## src/rtl/batcharger_sar_seq.sv

```systemverilog
// rtl/batcharger_sar_seq.sv - SAR sequencer for the charger V/I/T measurement ADC
// Walks the latched channel mask through SAMPLE, CONV and STORE, then pulses vtok.
module batcharger_sar_seq #(
  parameter int NBITS         = 8,
  parameter int SAMPLE_CYCLES = 2
) (
  input  logic             clk,
  input  logic             rst,
  input  logic             en,
  input  logic             vmeasen,
  input  logic             imeasen,
  input  logic             tmeasen,
  input  logic             cmp,
  output logic [1:0]       chsel,
  output logic             sample,
  output logic [NBITS-1:0] dac,
  output logic [NBITS-1:0] vbat,
  output logic [NBITS-1:0] ibat,
  output logic [NBITS-1:0] tbat,
  output logic             vtok
);

  localparam int KW = (NBITS > 1) ? $clog2(NBITS) : 1;
  localparam int CW = (SAMPLE_CYCLES > 1) ? $clog2(SAMPLE_CYCLES) : 1;

  typedef enum logic [1:0] {
    S_IDLE,
    S_SAMPLE,
    S_CONV,
    S_STORE
  } state_t;

  state_t           state_q, state_d;
  logic [2:0]       mask_q, mask_d;
  logic [1:0]       chan_q, chan_d;
  logic [CW-1:0]    cnt_q, cnt_d;
  logic [KW-1:0]    k_q, k_d;
  logic [NBITS-1:0] code_q, code_d;
  logic [NBITS-1:0] vbat_q, vbat_d;
  logic [NBITS-1:0] ibat_q, ibat_d;
  logic [NBITS-1:0] tbat_q, tbat_d;
  logic             vtok_q, vtok_d;

  logic [2:0]       req;
  logic [NBITS-1:0] trial;

  // Mask bit 0 = V, 1 = I, 2 = T; chsel encodes them as 1, 2, 3.
  function automatic logic [1:0] first_ch(input logic [2:0] m);
    if (m[0])      first_ch = 2'd1;
    else if (m[1]) first_ch = 2'd2;
    else if (m[2]) first_ch = 2'd3;
    else           first_ch = 2'd0;
  endfunction

  function automatic logic [2:0] drop_ch(input logic [2:0] m, input logic [1:0] ch);
    case (ch)
      2'd1:    drop_ch = m & 3'b110;
      2'd2:    drop_ch = m & 3'b101;
      2'd3:    drop_ch = m & 3'b011;
      default: drop_ch = m;
    endcase
  endfunction

  assign req   = {tmeasen, imeasen, vmeasen};
  assign trial = code_q | (NBITS'(1) << k_q);

  always_comb begin
    state_d = state_q;
    mask_d  = mask_q;
    chan_d  = chan_q;
    cnt_d   = cnt_q;
    k_d     = k_q;
    code_d  = code_q;
    vbat_d  = vbat_q;
    ibat_d  = ibat_q;
    tbat_d  = tbat_q;
    vtok_d  = 1'b0;
    chsel   = 2'b00;
    sample  = 1'b0;
    dac     = '0;

    case (state_q)
      S_IDLE: begin
        if (en && (req != 3'b000)) begin
          state_d = S_SAMPLE;
          chan_d  = first_ch(req);
          mask_d  = drop_ch(req, first_ch(req));
          cnt_d   = '0;
          code_d  = '0;
        end
      end

      S_SAMPLE: begin
        chsel  = chan_q;
        sample = 1'b1;
        if (!en) begin
          state_d = S_IDLE;
          mask_d  = 3'b000;
          chan_d  = 2'd0;
        end else if (cnt_q == CW'(SAMPLE_CYCLES - 1)) begin
          state_d = S_CONV;
          k_d     = KW'(NBITS - 1);
        end else begin
          cnt_d = cnt_q + 1'b1;
        end
      end

      S_CONV: begin
        chsel = chan_q;
        dac   = trial;
        if (!en) begin
          state_d = S_IDLE;
          mask_d  = 3'b000;
          chan_d  = 2'd0;
        end else begin
          if (cmp) code_d = trial;
          if (k_q == '0) state_d = S_STORE;
          else           k_d = k_q - 1'b1;
        end
      end

      S_STORE: begin
        chsel = chan_q;
        dac   = code_q;
        if (!en) begin
          state_d = S_IDLE;
          mask_d  = 3'b000;
          chan_d  = 2'd0;
        end else begin
          case (chan_q)
            2'd1:    vbat_d = code_q;
            2'd2:    ibat_d = code_q;
            2'd3:    tbat_d = code_q;
            default: ;
          endcase
          // Remaining mask was latched at round start; live requests are ignored here.
          if (mask_q != 3'b000) begin
            state_d = S_SAMPLE;
            chan_d  = first_ch(mask_q);
            mask_d  = drop_ch(mask_q, first_ch(mask_q));
            cnt_d   = '0;
            code_d  = '0;
          end else begin
            state_d = S_IDLE;
            chan_d  = 2'd0;
            vtok_d  = 1'b1;
          end
        end
      end

      default: begin
        state_d = S_IDLE;
        mask_d  = 3'b000;
        chan_d  = 2'd0;
      end
    endcase
  end

  always_ff @(posedge clk or posedge rst) begin
    if (rst) begin
      state_q <= S_IDLE;
      mask_q  <= 3'b000;
      chan_q  <= 2'd0;
      cnt_q   <= '0;
      k_q     <= '0;
      code_q  <= '0;
      vbat_q  <= '0;
      ibat_q  <= '0;
      tbat_q  <= '0;
      vtok_q  <= 1'b0;
    end else begin
      state_q <= state_d;
      mask_q  <= mask_d;
      chan_q  <= chan_d;
      cnt_q   <= cnt_d;
      k_q     <= k_d;
      code_q  <= code_d;
      vbat_q  <= vbat_d;
      ibat_q  <= ibat_d;
      tbat_q  <= tbat_d;
      vtok_q  <= vtok_d;
    end
  end

  assign vbat = vbat_q;
  assign ibat = ibat_q;
  assign tbat = tbat_q;
  assign vtok = vtok_q;

endmodule

```

## config.mk

```make
export PLATFORM = sky130hd
export DESIGN_NAME = batcharger_sar_seq
export DESIGN_NICKNAME = d
export VERILOG_FILES = /design/src/rtl/batcharger_sar_seq.sv
export SDC_FILE = /design/constraint.sdc
export NUM_CORES = 1
export LEC_CHECK = 0
export ABC_CLOCK_PERIOD_IN_PS = 3900
export CORE_ASPECT_RATIO = 2
export CORE_MARGIN = 8
export CORE_UTILIZATION = 46
export CTS_BUF_LIST = sky130_fd_sc_hd__clkbuf_4 sky130_fd_sc_hd__clkbuf_8
export CTS_CLUSTER_SIZE = 25
export DETAILED_ROUTE_END_ITERATION = 16
export MAX_ROUTING_LAYER = met4
export PLACE_DENSITY = 0.77
export SYNTH_ARGS = -nofsm -noshare
export SYNTH_HDL_FRONTEND = slang
export SYNTH_SLANG_ARGS = --single-unit
```

## constraint.sdc

```tcl
create_clock -name clk -period 3.9 [get_ports clk]
set_input_delay 0.78 -clock clk [delete_from_list [all_inputs] [get_ports clk]]
set_output_delay 0.78 -clock clk [all_outputs]
set_load 0.05 [all_outputs]
```

==> key figures, run 1 <==
Run status
  • Status: complete, no violations

Hold path
  • Worst Hold Class: reg -> reg
  • Hold path start: ibat[7]
  • Worst Hold Depth: 1
  • Hold endpoint: ibat[7]

Timing
  • Final Worst Setup Slack: ~0.36 ns
  • FMAX: approximately 280 MHz
  • Slew Limit Fails: 0
  • RSZ-0062 raised after global routing: false
  • Final hold vios: 0
  • Final Setup Violations: 0
  • Least-Margin Pin Slew: about 0.6 ns
  • Crit share post-route: 90.7%
  • Setup TNS: 0 ns
  • Fin crit period: 3.54 ns
  • Clk_skew: 0.00427 ns
  • Hold Slack: 0.506 ns
  • Slew HR: 59.5%

Global route
  • Total congestion overflow: 0
  • First-pass GRT wire length: 8.19 mm
  • Largest net degree at the start of global routing: 45
  • Total GRT Usage: 14.1%
  • Number of global-route vias before repair: 1,704
  • Initial antenna violation count: 0

Worst setup path
  • CP Launch Type: register
  • Worst setup EP type: primary output
  • Critical path's slowest cell: clkdlybuf4s50_1
  • Cells along the critical path: inv_1, ha_1, inv_1, nor2_1, a21oi_1, nor2_1, clkdlybuf4s50_1
  • R2R Path End: code_q[0]
  • Start point of the critical path: state_q[0]
  • Largest fanout on the critical path: 14
  • Internal reg-to-reg setup slack: 1.81 ns
  • CP arrival: between 2 and 3 ns
  • CP max stage delay: 0.81 ns
  • Worst reg2reg startpoint: state_q[0]
  • Setup Crit Path Kind: reg -> out
  • Reg2reg path depth: 5
  • Data required time of the worst path: 3.12 ns
  • CP delay by family, top: buffers and inverters
  • Crit path buf inv count: 3

Cells and area
  • N_diodes: 0
  • Layout area overhead: 25.2%
  • FF+latch area: 1100 um2
  • Post-route cell area: 2780 um2
  • Nets: 259
  • Final std cells w/o fill: 300
  • Footprint of the multi-input gates: 1040 um2
  • Layout cells sized above 1: between 10% and 20%
  • Number of fill cells: around 430
  • Fin util: 58.1%

Synthesis
  • Seq/Total Area, Yosys: 49.7%
  • Post-Syn Area per Cell: 11.1 um2
  • Synthesized cell area: 2220 um2
  • Distinct cells, synth: 40
  • Yosys warnings: 0
  • Top_reg_cell synth: dfrtp_1
  • Post-synth net total: 216
  • Post-Synthesis Cells: 199
  • Post-synthesis async set-or-reset flop share: 100%
  • Post-synth EDFFs: 0
  • Synthesized flop and latch total: 44

Power and ir drop
  • Power Dens Cells: 598 nW/um2
  • Sequential Power Share: 36.8%
  • Net Sw Frac: 43.2%
  • Psw: slightly above 700 uW
  • Clk pwr share: between 10% and 20%
  • Pint: ~940 uW
  • P_leak: 1.26 nW
  • Peak VDD IR: 0.553 mV
  • Overall power: 1.66 mW
  • Combinational share of power: 45.4%

Place
  • Placer Congestion: 0.918
  • Post-DP Area: roughly 2700 um2
  • # port buffers: 42
  • Pre-CTS setup slack: 0.716 ns
  • Detail Placement HPWL: about 3.6 mm
  • Placed insts: about 290

Floorplan
  • Row cnt: 36
  • DIE AREA: 7430 um2
  • Starting Density: between 40% and 50%
  • I/O Pins: 43
  • Core Area: 4770 um2
  • Die Width: 65.1 um
  • Die Span Y: 114 um

CTS
  • Hold Buf Count CTS: 0
  • Clock Latency Late Sink: 0.30 ns
  • Worst-path clk slew: 0.08 ns
  • CTS tree: built
  • CTS sink cnt: 44
  • PostCTS Resize Cnt: 0
  • TritonCTS buffer count: 5
  • Bufs on Longest Clock Path: 2
  • Post-CTS Setup Inserts: 0
  • Max H-tree Level: 2
  • Root buffer cell: clkbuf_8

Drt
  • Drt pass-1 iters: 5
  • 1st-iter DRT viols: 72
  • DRC errors left: 0
  • Routed Antenna Nets: 0
  • Final WL: 4.99 mm
  • Via density: roughly 5.7
  • Total number of vias: 1,705
  • Routed len/inst: 16.6 um

Run
  • MaxCap Viol Count: 0
## worst register-to-register path, stage by stage, from the launching register on
cell      delay, ns
dfrtp_1        0.41
inv_1          0.09
ha_1           0.40
a221oi_4       0.56
and3_1         0.42
nor2_1         0.10
## Yosys cell counts (all sizes together), types with 4 or more instances
cell,count,area share (%)
buf,5,1.5
ha,10,5.6
a21oi,11,2.5
nor2b,4,1.1
inv,9,1.5
mux2,25,13
a41oi,7,2.8
o21ai,8,2.0
a31oi,8,2.3
nand2,7,1.3
nor2,26,4.4
dfrtp,44,50
## final cells by class
type	count	share of cell area, %
well taps	57	2.57
inverters	9	1.22
repair buffers	44	15.7
flip-flops and latches	44	39.7
clock inverters	2	0.541
multi-input cells	138	37.3
clock buffers	6	2.98
## state kept, by name, indices dropped and copies added, names as in the netlist
name     flops
state_q      2
ibat         8
vtok         1
cnt_q        1
tbat         8
vbat         8
chan_q       2
code_q       8
k_q          3
mask_q       3
## kinds of logic after synthesis
group,Yosys count,share of synthesized area (%)
AOI/OAI and AO/OA,47,15.5
adders and majority gates,10,5.65
buffers and inverters,17,3.56
DFF,44,49.7
muxes,25,12.7
and+or+nand+nor,56,12.9
## per-layer routing
layer | vias up | part of all wire (%) | track usage [%]
li1 | 810 | - | -
met1 | 824 | 45 | 17.2
met2 | 64 | 46 | 21.7
met3 | 7 | 7.2 | 4.41
met4 | 0 | 1.3 | 4.55
met5 | - | 0 | -
## power by group through the flow
stage / combinational (mW) / sequential (mW) / clock, mW
3_5_place_dp: 0.752 / 0.619 / 0
6_report: 0.753 / 0.611 / 0.296
5_1_grt: 0.813 / 0.624 / 0.325
2_1_floorplan: 0.490 / 0.685 / 0
4_1_cts: 0.756 / 0.611 / 0.305
3_3_place_gp: 0.738 / 0.613 / 0
## placed cells by master (no fill, tap or decap), types with 3 or more instances in the layout
cell and instances:
a21oi_1 11, a31oi_1 8, a41oi_1 7, clkbuf_8 6, clkdlybuf4s50_1 42, dfrtp_1 44, ha_1 10, inv_1 9
mux2_2 24, nand2_1 6, nand2b_1 3, nand3_1 3, nor2_1 26, nor2b_1 4, nor3_1 3, o21ai_0 7
## worst max path at each step
stage               endpoint  slack [ns]  cells past startpoint
CTS                   dac[3]        0.37                      7
floorplan             dac[0]        1.23                      5
finish                dac[1]        0.36                      7
global route          dac[1]        0.14                      7
global placement      dac[3]        0.78                      7
detailed placement    dac[3]        0.72                      7
Power figures use the tool's default switching activity.
==> run 2, diff against run 1 <==
- SLEW_MARGIN: not set -> 25
==> results of run 2 <==
Same layout as run 1: the final DEF is identical, and so are final timing and power.
==> patch 1: new RTL, flow settings as in run 1 <==
Re-encode `state_t` (4 states) as one-hot, 4 bits wide.
--- a/src/rtl/batcharger_sar_seq.sv
+++ b/src/rtl/batcharger_sar_seq.sv
@@ -23,11 +23,11 @@
   localparam int KW = (NBITS > 1) ? $clog2(NBITS) : 1;
   localparam int CW = (SAMPLE_CYCLES > 1) ? $clog2(SAMPLE_CYCLES) : 1;
 
-  typedef enum logic [1:0] {
-    S_IDLE,
-    S_SAMPLE,
-    S_CONV,
-    S_STORE
+  typedef enum logic [3:0] {
+    S_IDLE   = 4'b0001,
+    S_SAMPLE = 4'b0010,
+    S_CONV   = 4'b0100,
+    S_STORE  = 4'b1000
   } state_t;
 
   state_t           state_q, state_d;
Formal check against the unedited RTL: same outputs for any inputs over 10 cycles, from zero or initial values and one cycle with rst high; not proved beyond that.
==> patch 1 against run 1 <==
Clock skew is 0.0012 ns higher; count of clock-buffer cells in the layout is 1 lower; sequential cell count is 2 higher; power is 9.3% lower; global-route usage is 0.57 points higher; area after synthesis is 4.9% higher; register-to-register slack worse by 0.09 ns; hold slack better by 0.0038 ns; routed wire length is 1.6% higher; design area is 4.0% higher; setup slack better by 0.11 ns; critical endpoint is now dac[6].
==> patch 1: results (changes against run 1) <==
fill count=401 (-6.3%); Clock power frac=23.1% (+5.2 points); internal reg-to-reg setup slack=1.72 ns (-0.09 ns); CP top delay family=simple AND/OR/NAND/NOR gates; vias in the first global route=1,742 (+2.2%); layout cell share with drive strength beyond 1=17.7% (+0.41 points); Layout Nets=254 (-1.9%); Synth cell types=49 (+23%); Final Power=1.51 mW (-9.3%); post-synthesis adder-cell area fraction=2.69% (-3.0 points); Sw Ratio=37.1% (-6.1 points); clock skew=0.00546 ns (+0.00119 ns); Synth top cells by count=dfrtp_1, mux2_2, nor2_1; Slew HR=53.0% (-6.5 points); combinational fraction of design power=30.7% (-15 points); Reg area=0.00115 mm^2 (+4.7%); post-synthesis mux area share=12.6% (-0.10 points); HPWL after DPL=3.99 mm (+10%); post-synthesis register bit count=46 (+4.5%); synthesized net count=213 (-1.4%); RD Place Congestion=0.885 (-3.6%); Peak VDD IR=0.000449 V (-19%); synth top area cells=dfrtp_1, mux2_2, nor2_1, a41oi_1, ha_1; non-clk buf share=15.1% (-0.60 points); HP Start=tbat[2]; outcome=completed; Hold Worst Slack=0.510 ns (+0.00381 ns); routed len/inst=16.9 um (+1.6%); XOR/XNOR share of the synthesized area=0.377% (+0.38 points); Seq/Total Area, Yosys=49.6% (-0.093 points); fin util=59.3% (+1.2 points); worst slack at placement=0.820 ns (+0.104 ns); Pleak=1.33 nW (+5.1%)
-- patch 1: cell count changes after synthesis, moves of 3 or more --
cell     change
nor2_1       -7
ha_1         -5
a21oi_1      -4
and2_1       +4
nor3_1       -3
nor3b_1      +3
-- patch 1: worst register-to-register path: cells and delay by family, from the launching register on --
family	cells	cell delay, ns
AND/OR/NAND/NOR	3	1.14
flip-flops	1	0.56
multiplexers	1	0.37
-- patch 1: per-layer routing --
| layer | global-route usage [%] | part of all wire (%) |
|---|---|---|
| met1 | 13.9 | 36 |
| met2 | 26.6 | 57 |
| met3 | 3.07 | 4.1 |
| met4 | 7.60 | 2.2 |
| met5 | - | 0 |
-- patch 1: worst max-delay path by stage --
stage	from	endpoint	slack, ns	cells past startpoint
after floorplan	state_q[3]	sample	0.78	2
final	state_q[2]	dac[6]	0.47	5
after detailed placement	state_q[2]	dac[7]	0.82	5
after global routing	state_q[2]	dac[7]	0.29	5
after CTS	state_q[2]	dac[7]	0.47	5
after global placement	state_q[2]	dac[4]	0.88	5
==> patch 2: new RTL, settings of run 1 <==
Without the edit above. Set the parameter `NBITS` to 16 (it was 8).
--- a/src/rtl/batcharger_sar_seq.sv
+++ b/src/rtl/batcharger_sar_seq.sv
@@ -1,7 +1,7 @@
 // rtl/batcharger_sar_seq.sv - SAR sequencer for the charger V/I/T measurement ADC
 // Walks the latched channel mask through SAMPLE, CONV and STORE, then pulses vtok.
 module batcharger_sar_seq #(
-  parameter int NBITS         = 8,
+  parameter int NBITS         = 16,
   parameter int SAMPLE_CYCLES = 2
 ) (
   input  logic             clk,
Interface: changed (resized dac, ibat, tbat and vbat); port bits go from 43 to 75. No check against the original RTL was run, so the function may have changed too.
==> patch 2 against run 1 <==
Hold slack improved by 0.0030 ns; synthesized cell count increased by 47%; sequential cell count increased by 33; die area increased by 51%; area after synthesis increased by 64%; via count increased by 57%; count of clock-buffer cells in the layout increased by 5; sequential power increased by 70%; clock skew increased by 0.0079 ns; setup slack got worse by 0.10 ns; design area increased by 66%; critical path depth decreased by 1; power increased by 66%; routed wire length increased by 80%; critical path type unchanged; highest routed layer unchanged.
==> patch 2: results (changes against run 1) <==
worst slack at placement=0.681 ns (-0.0356 ns); Worst R2R End=code_q[2]; clock skew=0.0122 ns (+0.00792 ns); post-route clock period utilization=93.2% (+2.6 points); routed len/inst=19.6 um (+18%); CTS buffer count=9 (+4); cells on worst reg2reg path=7 (+2); wire length on met3=730 um (+100%); final-layout clock buffer total=11 (+5); GR Util met1=19.8% (+2.5 points); M2 GR Usage=26.5% (+4.8 points); synth top area cells=dfrtp_1, mux2_2, a32o_1, a41oi_1, ha_1; Crit path arrival time=2.86 ns (+0.10 ns); WL met2=4.46 mm (+94%); H-tree levels=3 (+1); CP startpoint=k_q[0]; Layout clock area frac=4.57% (+1.0 points); FF+latch count=77 (+75%); Placed Cells=442 (+51%); fill count=658 (+54%); layout cell share with drive strength beyond 1=21.8% (+4.5 points); Port Buffer Count=74 (+76%); area of the multi-input gates=0.00153 mm^2 (+48%); Hold Path End=tbat[3]; Setup crit end=dac[0]; vias in the first global route=2,819 (+65%); first-pass GRT wire length=14.4 mm (+76%); sequential cell area share=41.9% (+2.2 points); Synth cell types=47 (+18%); Clock Latency Late Sink=0.36 ns (+0.06 ns); Layout Nets=374 (+44%); synthesized instance count=293 (+47%); Slew HR=53.6% (-5.9 points); first drt pass iteration count=7 (+2); Tot GR Track Use=16.9% (+2.8 points); Critical Path Fanout Max=9 (-5); #MultiIn Comb=181 (+31%); outcome=completed; RD Place Congestion=0.824 (-10%); Peak VDD IR=0.000519 V (-6.2%); HPWL after DPL=6.41 mm (+77%); largest net degree at the start of global routing=36 (-20%); non-clk buf share=16.9% (+1.2 points); fin cells=458 (+53%); M1 WL=3.70 mm (+63%)
-- patch 2: through the flow --
stage / hold WS [ns] / util, % / cell area (um^2)
floorplan: 0.502 / - / 3640
global placement: 0.487 / 56.1 / 4390
detailed placement: 0.493 / 56.1 / 4390
CTS: 0.511 / 58.8 / 4600
global route: 0.532 / 58.8 / 4600
finish: 0.509 / 58.8 / 4600
-- patch 2: kinds of logic after synthesis --
family | Yosys count | synth area share (%)
buffers and inverters | 35 | 4.85
AND/OR/NAND/NOR | 58 | 8.36
flip-flops | 77 | 53.0
AO/OA/AOI/OAI | 63 | 14.9
multiplexers | 50 | 15.4
adder cells (fa/ha/maj) | 10 | 3.44
-- patch 2: worst max-delay path, delay by kind of cell (launching register included) --
family	cells	cell delay, ns
buffers and inverters	2	0.97
and+or+nand+nor	3	0.68
adders and majority gates	1	0.45
DFF	1	0.42
-- patch 2: where the power goes --
part	leakage, nW	internal [mW]	switching (mW)
sequential	1.04	0.908	0.129
clock	0.102	0.330	0.289
combinational	0.948	0.376	0.720
